==> src/rtl/hpu_pkg.sv <==
// hpu_pkg: state encodings, config select codes and reset defaults for phase_seq.
package hpu_pkg;
  typedef enum logic [1:0] {
    ST_IDLE = 2'd0,
    ST_GEN  = 2'd1,
    ST_RUN  = 2'd2,
    ST_DONE = 2'd3
  } state_t;
  localparam logic [1:0] SEL_ITEM   = 2'd0;
  localparam logic [1:0] SEL_ADDR_I = 2'd1;
  localparam logic [1:0] SEL_ADDR_J = 2'd2;
  localparam int DEF_ITEM_NUM = 1000;
  localparam int DEF_ADDR_I   = 299;
  localparam int DEF_ADDR_J   = 2;
endpackage

==> src/rtl/phase_timer.sv <==
// phase_timer: saturating cycle counter with synchronous clear and enable.
module phase_timer #(
  parameter int W = 32
) (
  input  logic         clk,
  input  logic         rst,
  input  logic         clr,
  input  logic         en,
  output logic [W-1:0] count
);
  always_ff @(posedge clk) begin
    if (rst || clr) count <= '0;
    else if (en && count != '1) count <= count + 1'b1;
  end
endmodule

==> src/rtl/phase_seq.sv <==
// phase_seq: job sequencer stepping IDLE -> GEN (item-memory fill) -> RUN (stream) -> DONE.
module phase_seq
  import hpu_pkg::*;
#(
  parameter int ITEM_W = 16,
  parameter int ADDR_W = 20,
  parameter int CNT_W  = 32
) (
  input  logic              clk,
  input  logic              rst,
  input  logic              cfg_we,
  input  logic [1:0]        cfg_sel,
  input  logic [31:0]       cfg_data,
  input  logic              start,
  input  logic              abort,
  input  logic              last_beat,
  output logic              gen,
  output logic              run,
  output logic [ITEM_W-1:0] item_a,
  output logic [ADDR_W-1:0] addr_i,
  output logic [ADDR_W-1:0] addr_j,
  output logic              busy,
  output logic              done,
  output logic [CNT_W-1:0]  cycles,
  output logic [1:0]        state
);
  state_t r_state, w_next;
  logic [ITEM_W-1:0] r_item_num, r_item_a;
  logic [ADDR_W-1:0] r_addr_i, r_addr_j;
  logic w_go, w_gen_last, w_cfg_ok;
  assign w_go       = (r_state == ST_IDLE || r_state == ST_DONE) && start && !abort;
  assign w_gen_last = r_item_a == r_item_num - ITEM_W'(1);
  assign w_cfg_ok   = cfg_we && !busy;
  always_ff @(posedge clk) begin
    if (rst) r_state <= ST_IDLE;
    else r_state <= w_next;
  end
  always_comb begin
    w_next = r_state;
    if (abort) w_next = ST_IDLE;
    else if (w_go) w_next = (r_item_num == '0) ? ST_RUN : ST_GEN;
    else if (r_state == ST_GEN && w_gen_last) w_next = ST_RUN;
    else if (r_state == ST_RUN && last_beat) w_next = ST_DONE;
  end
  always_comb begin
    gen   = r_state == ST_GEN;
    run   = r_state == ST_RUN;
    busy  = r_state == ST_GEN || r_state == ST_RUN;
    done  = r_state == ST_DONE;
    state = r_state;
  end
  // item_a parks on the last index so it reads item_num-1 after GEN, and freezes on abort
  always_ff @(posedge clk) begin
    if (rst) begin
      r_item_a   <= '0;
      r_item_num <= ITEM_W'(DEF_ITEM_NUM);
      r_addr_i   <= ADDR_W'(DEF_ADDR_I);
      r_addr_j   <= ADDR_W'(DEF_ADDR_J);
    end else begin
      if (w_go) r_item_a <= '0;
      else if (r_state == ST_GEN && !w_gen_last && !abort) r_item_a <= r_item_a + 1'b1;
      r_item_num <= (w_cfg_ok && cfg_sel == SEL_ITEM)   ? ITEM_W'(cfg_data) : r_item_num;
      r_addr_i   <= (w_cfg_ok && cfg_sel == SEL_ADDR_I) ? ADDR_W'(cfg_data) : r_addr_i;
      r_addr_j   <= (w_cfg_ok && cfg_sel == SEL_ADDR_J) ? ADDR_W'(cfg_data) : r_addr_j;
    end
  end
  assign item_a = r_item_a;
  assign addr_i = r_addr_i;
  assign addr_j = r_addr_j;
  phase_timer #(.W(CNT_W)) u_timer (
    .clk  (clk),
    .rst  (rst),
    .clr  (w_go),
    .en   (busy && !abort),
    .count(cycles)
  );
endmodule

==> config.mk <==
export PLATFORM = sky130hd
export DESIGN_NAME = phase_seq
export DESIGN_NICKNAME = d
export VERILOG_FILES = /design/src/rtl/hpu_pkg.sv /design/src/rtl/phase_timer.sv /design/src/rtl/phase_seq.sv
export SDC_FILE = /design/constraint.sdc
export NUM_CORES = 1
export LEC_CHECK = 0
export CAP_MARGIN = 40
export CORE_UTILIZATION = 52
export CTS_CLUSTER_SIZE = 20
export DETAILED_ROUTE_END_ITERATION = 7
export HOLD_SLACK_MARGIN = 0.02
export PLACE_DENSITY_LB_ADDON = 0.25
export SYNTH_ARGS = -nofsm -noshare
export SYNTH_HDL_FRONTEND = slang
export SYNTH_SLANG_ARGS = --single-unit
==> constraint.sdc <==
create_clock -name clk -period 3.7 [get_ports clk]
set_input_delay 0.555 -clock clk [delete_from_list [all_inputs] [get_ports clk]]
set_output_delay 0.555 -clock clk [all_outputs]
set_load 0.03 [all_outputs]
==> results.yml, run 1 <==
timing:
  fin_setup_tns_ns: 0
  finalCriticalPeriod_ns: 2.962
  setup_viol: 0
  rsz0062_at_grt: "false"
  fmax_ghz: 0.3376
  maxSlewViolCount: 0
  fin_crit_sh: 0.8006
  hold_violations: 0
  hold_slack_ns: 0.4574
  tightestPinTransition_ns: 0.8691
  skew_ns: 0.01003
  max_slew_margin: 0.4206
setup_path:
  crit_path_end_kind: "flop"
  max_stage_delay_ns: 0.47
  reg2regPathDepth: 10
  crit_chain: "inv_1 > ha_1 > or3b_1 > or4_1 > a31oi_1 > o32ai_1 > nor4_4 > buf_4 > nand2_4 > a2111oi_4"
  worstSetupPathType: "reg2reg"
  startpoint_type: "flop"
  crit_family: "simple AND/OR/NAND/NOR gates"
  crit_fanout: 10
  crit_required_ns: 3.96
  crit_buf_inv: 2
  crit_slowest_cell: "or4_1"
  r2r_start: "r_item_num[0]$_SDFFE_PP0P_"
  crit_path_start: "r_item_num[0]$_SDFFE_PP0P_"
  cp.arrival_ns: 3.22
  reg2reg_slack_ns: 0.74
  reg2reg_to: "state[1]$_SDFFE_PP0P_"
synth:
  avgSynthCellArea_um2: 8.006
  ys_ff_latch: 106
  yosysWarnings: 0
  yosysUniqueCellTypes: 50
  seq_area_frac_synth: 0.4261
  synthCells: 622
  synth_edf_count: 0
  synth_top_flop_cell: "dfxtp_1"
  synthArstFlopShare: 0
  synth_area_mm2: 0.004980
  synth_nets: 668
routing:
  drt_pass1_iterations: 5
  drcViolationCount: 0
  wire_per_inst_um: 15.10
  via_per_inst: 5.563
  drt_iter0_drc: 237
  detail-route-antenna-nets: 0
  vias: 4773
  wirelength_mm: 12.96
power:
  p_leak_uw: 0.002255
  powerDensity_mw_per_mm2: 332.1
  peakVddDrop_mv: 0.2209
outcome:
  status: "completed"
cts:
  cts_setup_buffers: 0
  clk_pin_slew_worst_paths_ns: 0.09
  hold_buffers: 0
  clock_sinks: 106
  cts_tree: "done"
  cts_buffers: 9
  cts_max_path_buffers: 2
  clk_latency_ns: 0.36
  cts_root_buf: "clkbuf_8"
  cts_max_level: 3
  cts_resized: 0
die:
  start_util: 0.5389
  io_pins: 134
  rows: 35
  die_area_mm2: 0.009972
  coreArea_mm2: 0.009240
  die_h_um: 99.86
  die_width_um: 99.86
global_routing:
  grt_pass1_vias: 4359
  overflow: 0
  grt_pass1_wl_mm: 21.37
  track_usage: 0.2667
  antenna_found_initial: 0
  grt_max_degree: 61
cells_and_area:
  seqCellArea_mm2: 0.002122
  final_util: 0.6949
  drive_gt1_frac: 0.03704
  final_cell_mix: "138 x nand2_1, 120 x clkdlybuf4s50_1, 106 x dfxtp_1"
  n_antenna_cell: 0
  final_common_cell: "nand2_1"
  multi_input_area_mm2: 0.002675
  areaGrowthSynthToFinish_pct: 28.94
  nNetsFinal: 771
  fillerInstances: 732
worst_hold_path:
  hp-start: "addr_i[10]$_SDFFE_PP0P_"
  holdPathStages: 2
  whs_endpoint: "addr_i[10]$_SDFFE_PP0P_"
  hp-class: "reg2reg"
placed_design:
  portBuffers: 121
  hpwlAfterDp_mm: 9.377
  place_congestion: 0.8806
run:
  drv_cap: 0
## worst max path at each step
stage / endpoint / slack (ns) / cells after the start
2_1_floorplan: state[1]$_SDFFE_PP0P_ / 1.15 / 10
3_3_place_gp: state[1]$_SDFFE_PP0P_ / 0.82 / 10
3_5_place_dp: state[1]$_SDFFE_PP0P_ / 0.75 / 10
4_1_cts: state[1]$_SDFFE_PP0P_ / 0.73 / 10
5_1_grt: state[1]$_SDFFE_PP0P_ / 0.47 / 10
6_report: state[1]$_SDFFE_PP0P_ / 0.74 / 10
## area by class of cell
class,count,share of cell area
Clock inverter,3,0.006235
Sequential cell,106,0.3305
Clock buffer,12,0.02260
Inverter,9,0.005261
Tap cell,129,0.02514
Multi-Input combinational cell,473,0.4166
Timing Repair Buffer,126,0.1937
## power by group
| part | internal (uW) | total (uW) | switching, uW |
|---|---|---|---|
| clock network | 327 | 700 | 373 |
| registers | 1170 | 1190 | 25.4 |
| logic | 98.2 | 242 | 144 |
| total | 1590 | 2130 | 542 |
## cell families after synthesis
group	synth area share
compound gates	0.1244
simple gates	0.3146
flops	0.4261
xor+xnor	0.07915
buf+inv	0.03668
mux	0.004020
fa+ha+maj	0.01507
## worst reg2reg max path: stages, from the launching register on
cell and delay (ns):
dfxtp_1 0.37, inv_1 0.08, ha_1 0.26, or3b_1 0.41, or4_1 0.48, a31oi_1 0.15
o32ai_1 0.16, nor4_4 0.40, buf_4 0.24, nand2_4 0.06, a2111oi_4 0.27
## synthesized netlist by cell type (all sizes together) (2+ instances only)
| cell | n | area, um^2 |
|---|---|---|
| and2 | 8 | 50.05 |
| nand3b | 13 | 97.59 |
| o21a | 2 | 15.01 |
| nor2 | 39 | 146.4 |
| buf | 5 | 40.04 |
| nor3 | 6 | 30.03 |
| and4 | 5 | 43.79 |
| or3b | 2 | 17.52 |
| a31oi | 2 | 12.51 |
| dfxtp | 106 | 2122 |
| or4 | 5 | 41.29 |
| and3 | 19 | 118.9 |
| nor2b | 2 | 12.51 |
| ha | 6 | 75.07 |
| or3 | 17 | 106.4 |
| nand2b | 2 | 12.51 |
| mux2i | 2 | 20.02 |
| nor4 | 11 | 98.84 |
| clkbuf | 29 | 108.9 |
| nand4 | 18 | 112.6 |
| inv | 9 | 33.78 |
| a211oi | 3 | 22.52 |
| xor2 | 24 | 210.2 |
| nor3b | 2 | 15.01 |
| a21oi | 65 | 325.3 |
| o311ai | 2 | 17.52 |
| xnor2 | 21 | 183.9 |
| nand3 | 22 | 110.1 |
| o21ai | 19 | 95.09 |
| o211ai | 4 | 30.03 |
| nand2 | 139 | 529.3 |
| o31a | 2 | 17.52 |
## per-layer routing
layer / routed length [um] / track usage / up-vias
met3: 954 / 0.07660 / 21
met5: 0 / 0 / -
li1: - / - / 2357
met1: 5604 / 0.3479 / 2246
met4: 250 / 0.08371 / 0
met2: 6148 / 0.4265 / 149
## sequential cells by signal (all words and copies together), names as in the netlist
name           flops
u_timer.count     32
addr_i            20
addr_j            20
item_a            16
r_item_num        16
state              2
## metrics by stage
step                total power [uW]  cells  cell area [um^2]  worst slack [ns]
floorplan                       1355    622              4980             1.149
global placement                1452    843              6236            0.8173
detailed placement              1458    843              6236            0.7505
CTS                             2148    858              6421            0.7302
global route                    2215    858              6421            0.4688
finish                          2133    858              6421            0.7376
Note: power is estimated with default switching activity, not from simulation.
==> run 2, diff against run 1 <==
CORE_UTILIZATION = 44   (was 52)
clock period = 2.5 ns   (was 3.7 ns; I/O delays follow)
==> results.yml, run 2 (synthesis gave the netlist of run 1 again) <==
timing:
  maxSlewViolCount: 0
  rsz0062_at_grt: "true"
  finalCriticalPeriod_ns: 2.659
  fin_ws_ns: -0.1592
  fin_crit_sh: 1.064
  max_slew_margin: 0.5313
  hold_slack_ns: 0.3992
  tightestPinTransition_ns: 0.7014
  fmax_ghz: 0.3761
  skew_ns: 0.005226
  setup_viol: 18
  hold_violations: 0
setup_path:
  reg2regPathDepth: 9
  crit_slowest_cell: "nor4_4"
  cp.arrival_ns: 2.91
  r2r_start: "r_item_num[8]$_SDFFE_PP1P_"
  reg2reg_to: "state[1]$_SDFFE_PP0P_"
  crit_path_end_kind: "flop"
  max_stage_delay_ns: 0.45
  worstSetupPathType: "reg2reg"
  crit_fanout: 7
  startpoint_type: "flop"
  crit_chain: "buf_4 > nor3_1 > nand2_1 > o41ai_4 > o311ai_2 > nor4_4 > buf_12 > nand2_4 > a2111oi_4"
  crit_required_ns: 2.75
  reg2reg_slack_ns: -0.16
power:
  switching_power_uw: 927.5
  p_leak_uw: 0.002492
  combPwrFrac: 0.108
  swShare: 0.2506
  power_uw: 3701
  powerDensity_mw_per_mm2: 528.4
  peakVddDrop_mv: 0.4355
  clkPwrFrac: 0.417
  seq_power_share: 0.475
  p_int_uw: 2774
routing:
  via_per_inst: 5.427
  wirelength_mm: 14.13
  wire_per_inst_um: 15.73
  drt_pass1_iterations: 4
  detail-route-antenna-nets: 0
  vias: 4873
  drcViolationCount: 0
  drt_iter0_drc: 262
die:
  rows: 38
  io_pins: 134
  die_area_mm2: 0.01175
  coreArea_mm2: 0.01094
  start_util: 0.4554
  die_width_um: 108.4
  die_h_um: 108.4
global_routing:
  grt_pass1_vias: 4584
  overflow: 0
  grt_util_met2: 0.3863
  track_usage: 0.2419
  top_usage_layer: "met2"
  grt_max_degree: 61
  antenna_found_initial: 0
  grt_pass1_wl_mm: 22.22
  grt.met1_usage: 0.3047
  gr-usage-met3: 0.07294
cells_and_area:
  nNetsFinal: 799
  largest_register_ffs: 32
  top_register: "u_timer.count"
  drive_gt1_frac: 0.1174
  areaGrowthSynthToFinish_pct: 40.68
  fillerInstances: 934
  final_common_cell: "nand2_1"
  final_cell_mix: "138 x nand2_1, 120 x clkdlybuf4s50_1, 103 x dfxtp_1"
  n_antenna_cell: 0
run:
  drv_cap: 0
outcome:
  status: "finished, violations left"
  failed_checks: "negative setup slack"
worst_hold_path:
  hp-class: "in2reg"
  holdPathStages: 4
  whs_endpoint: "item_a[7]$_SDFFE_PP0P_"
  hp-start: "rst"
cts:
  cts_tree: "done"
  clk_pin_slew_worst_paths_ns: 0.07
  cts_buffers: 9
  cts_max_path_buffers: 2
  cts_root_buf: "clkbuf_16"
  hold_buffers: 0
  clk_latency_ns: 0.36
  cts_max_level: 3
  clock_sinks: 106
placed_design:
  portBuffers: 121
  place_congestion: 0.8730
  pre_cts_ws_ns: -0.1921
  hpwlAfterDp_mm: 9.770
run 2: area by class of cell:
class | count | area, um^2 | area share
clock buffer | 10 | 229.0 | 0.03268
clock inverter | 6 | 91.34 | 0.01304
inverter | 9 | 33.78 | 0.004822
multi-input combinational | 473 | 2839 | 0.4053
sequential | 106 | 2128 | 0.3038
tap | 140 | 175.2 | 0.02500
timing repair buffer | 154 | 1509 | 0.2154
run 2: worst max-delay path, delay by kind of cell, from the launching register on:
family                 cells  cell delay [ns]
buffers and inverters      2             0.36
DFF                        1             0.34
and+or+nand+nor            4             0.94
AOI/OAI and AO/OA          3             0.92
run 2: worst max-delay path by stage:
stage                               start                       to  slack, ns  cells after the start
6_report       r_item_num[8]$_SDFFE_PP1P_    state[1]$_SDFFE_PP0P_      -0.16                      9
3_5_place_dp   r_item_num[0]$_SDFFE_PP0P_  item_a[15]$_SDFFE_PP0P_      -0.19                     10
4_1_cts        r_item_num[0]$_SDFFE_PP0P_    state[1]$_SDFFE_PP0P_      -0.10                     10
2_1_floorplan  r_item_num[0]$_SDFFE_PP0P_    state[1]$_SDFFE_PP0P_      -0.05                     10
3_3_place_gp   r_item_num[0]$_SDFFE_PP0P_  item_a[15]$_SDFFE_PP0P_      -0.11                     10
5_1_grt        r_item_num[0]$_SDFFE_PP0P_    state[1]$_SDFFE_PP0P_      -0.25                     10
run 2: metrics by stage:
stage / area [um^2] / utilization / cells / TNS (ns)
2_1_floorplan: 4980 / - / 622 / -0.09570
3_3_place_gp: 6425 / 0.5875 / 874 / -0.4429
4_1_cts: 6893 / 0.6303 / 896 / -0.6606
3_5_place_dp: 6425 / 0.5875 / 874 / -1.514
6_report: 7005 / 0.6406 / 898 / -1.626
5_1_grt: 7005 / 0.6406 / 898 / -2.925
run 2: power by group through the flow:
stage               Clock (uW)  Combinational [uW]  Sequential (uW)
floorplan                    0                 165             1840
global placement             0                 374             1790
detailed placement           0                 381             1800
CTS                       1580                 390             1760
global route              1650                 431             1760
finish                    1540                 399             1760
run 2: routing by layer:
metal | routed length [um] | vias up
met5 | 0 | -
met4 | 392 | 0
met3 | 909 | 31
met2 | 6593 | 142
met1 | 6229 | 2279
li1 | - | 2421
run 2: what timing repair did:
item / CTS / global route
setup buffers: 4 / 4
setup endpoints to repair: 16 / 18
gates resized for setup: 25 / 25
gates cloned: 2 / 0
pin swaps: 19 / 12
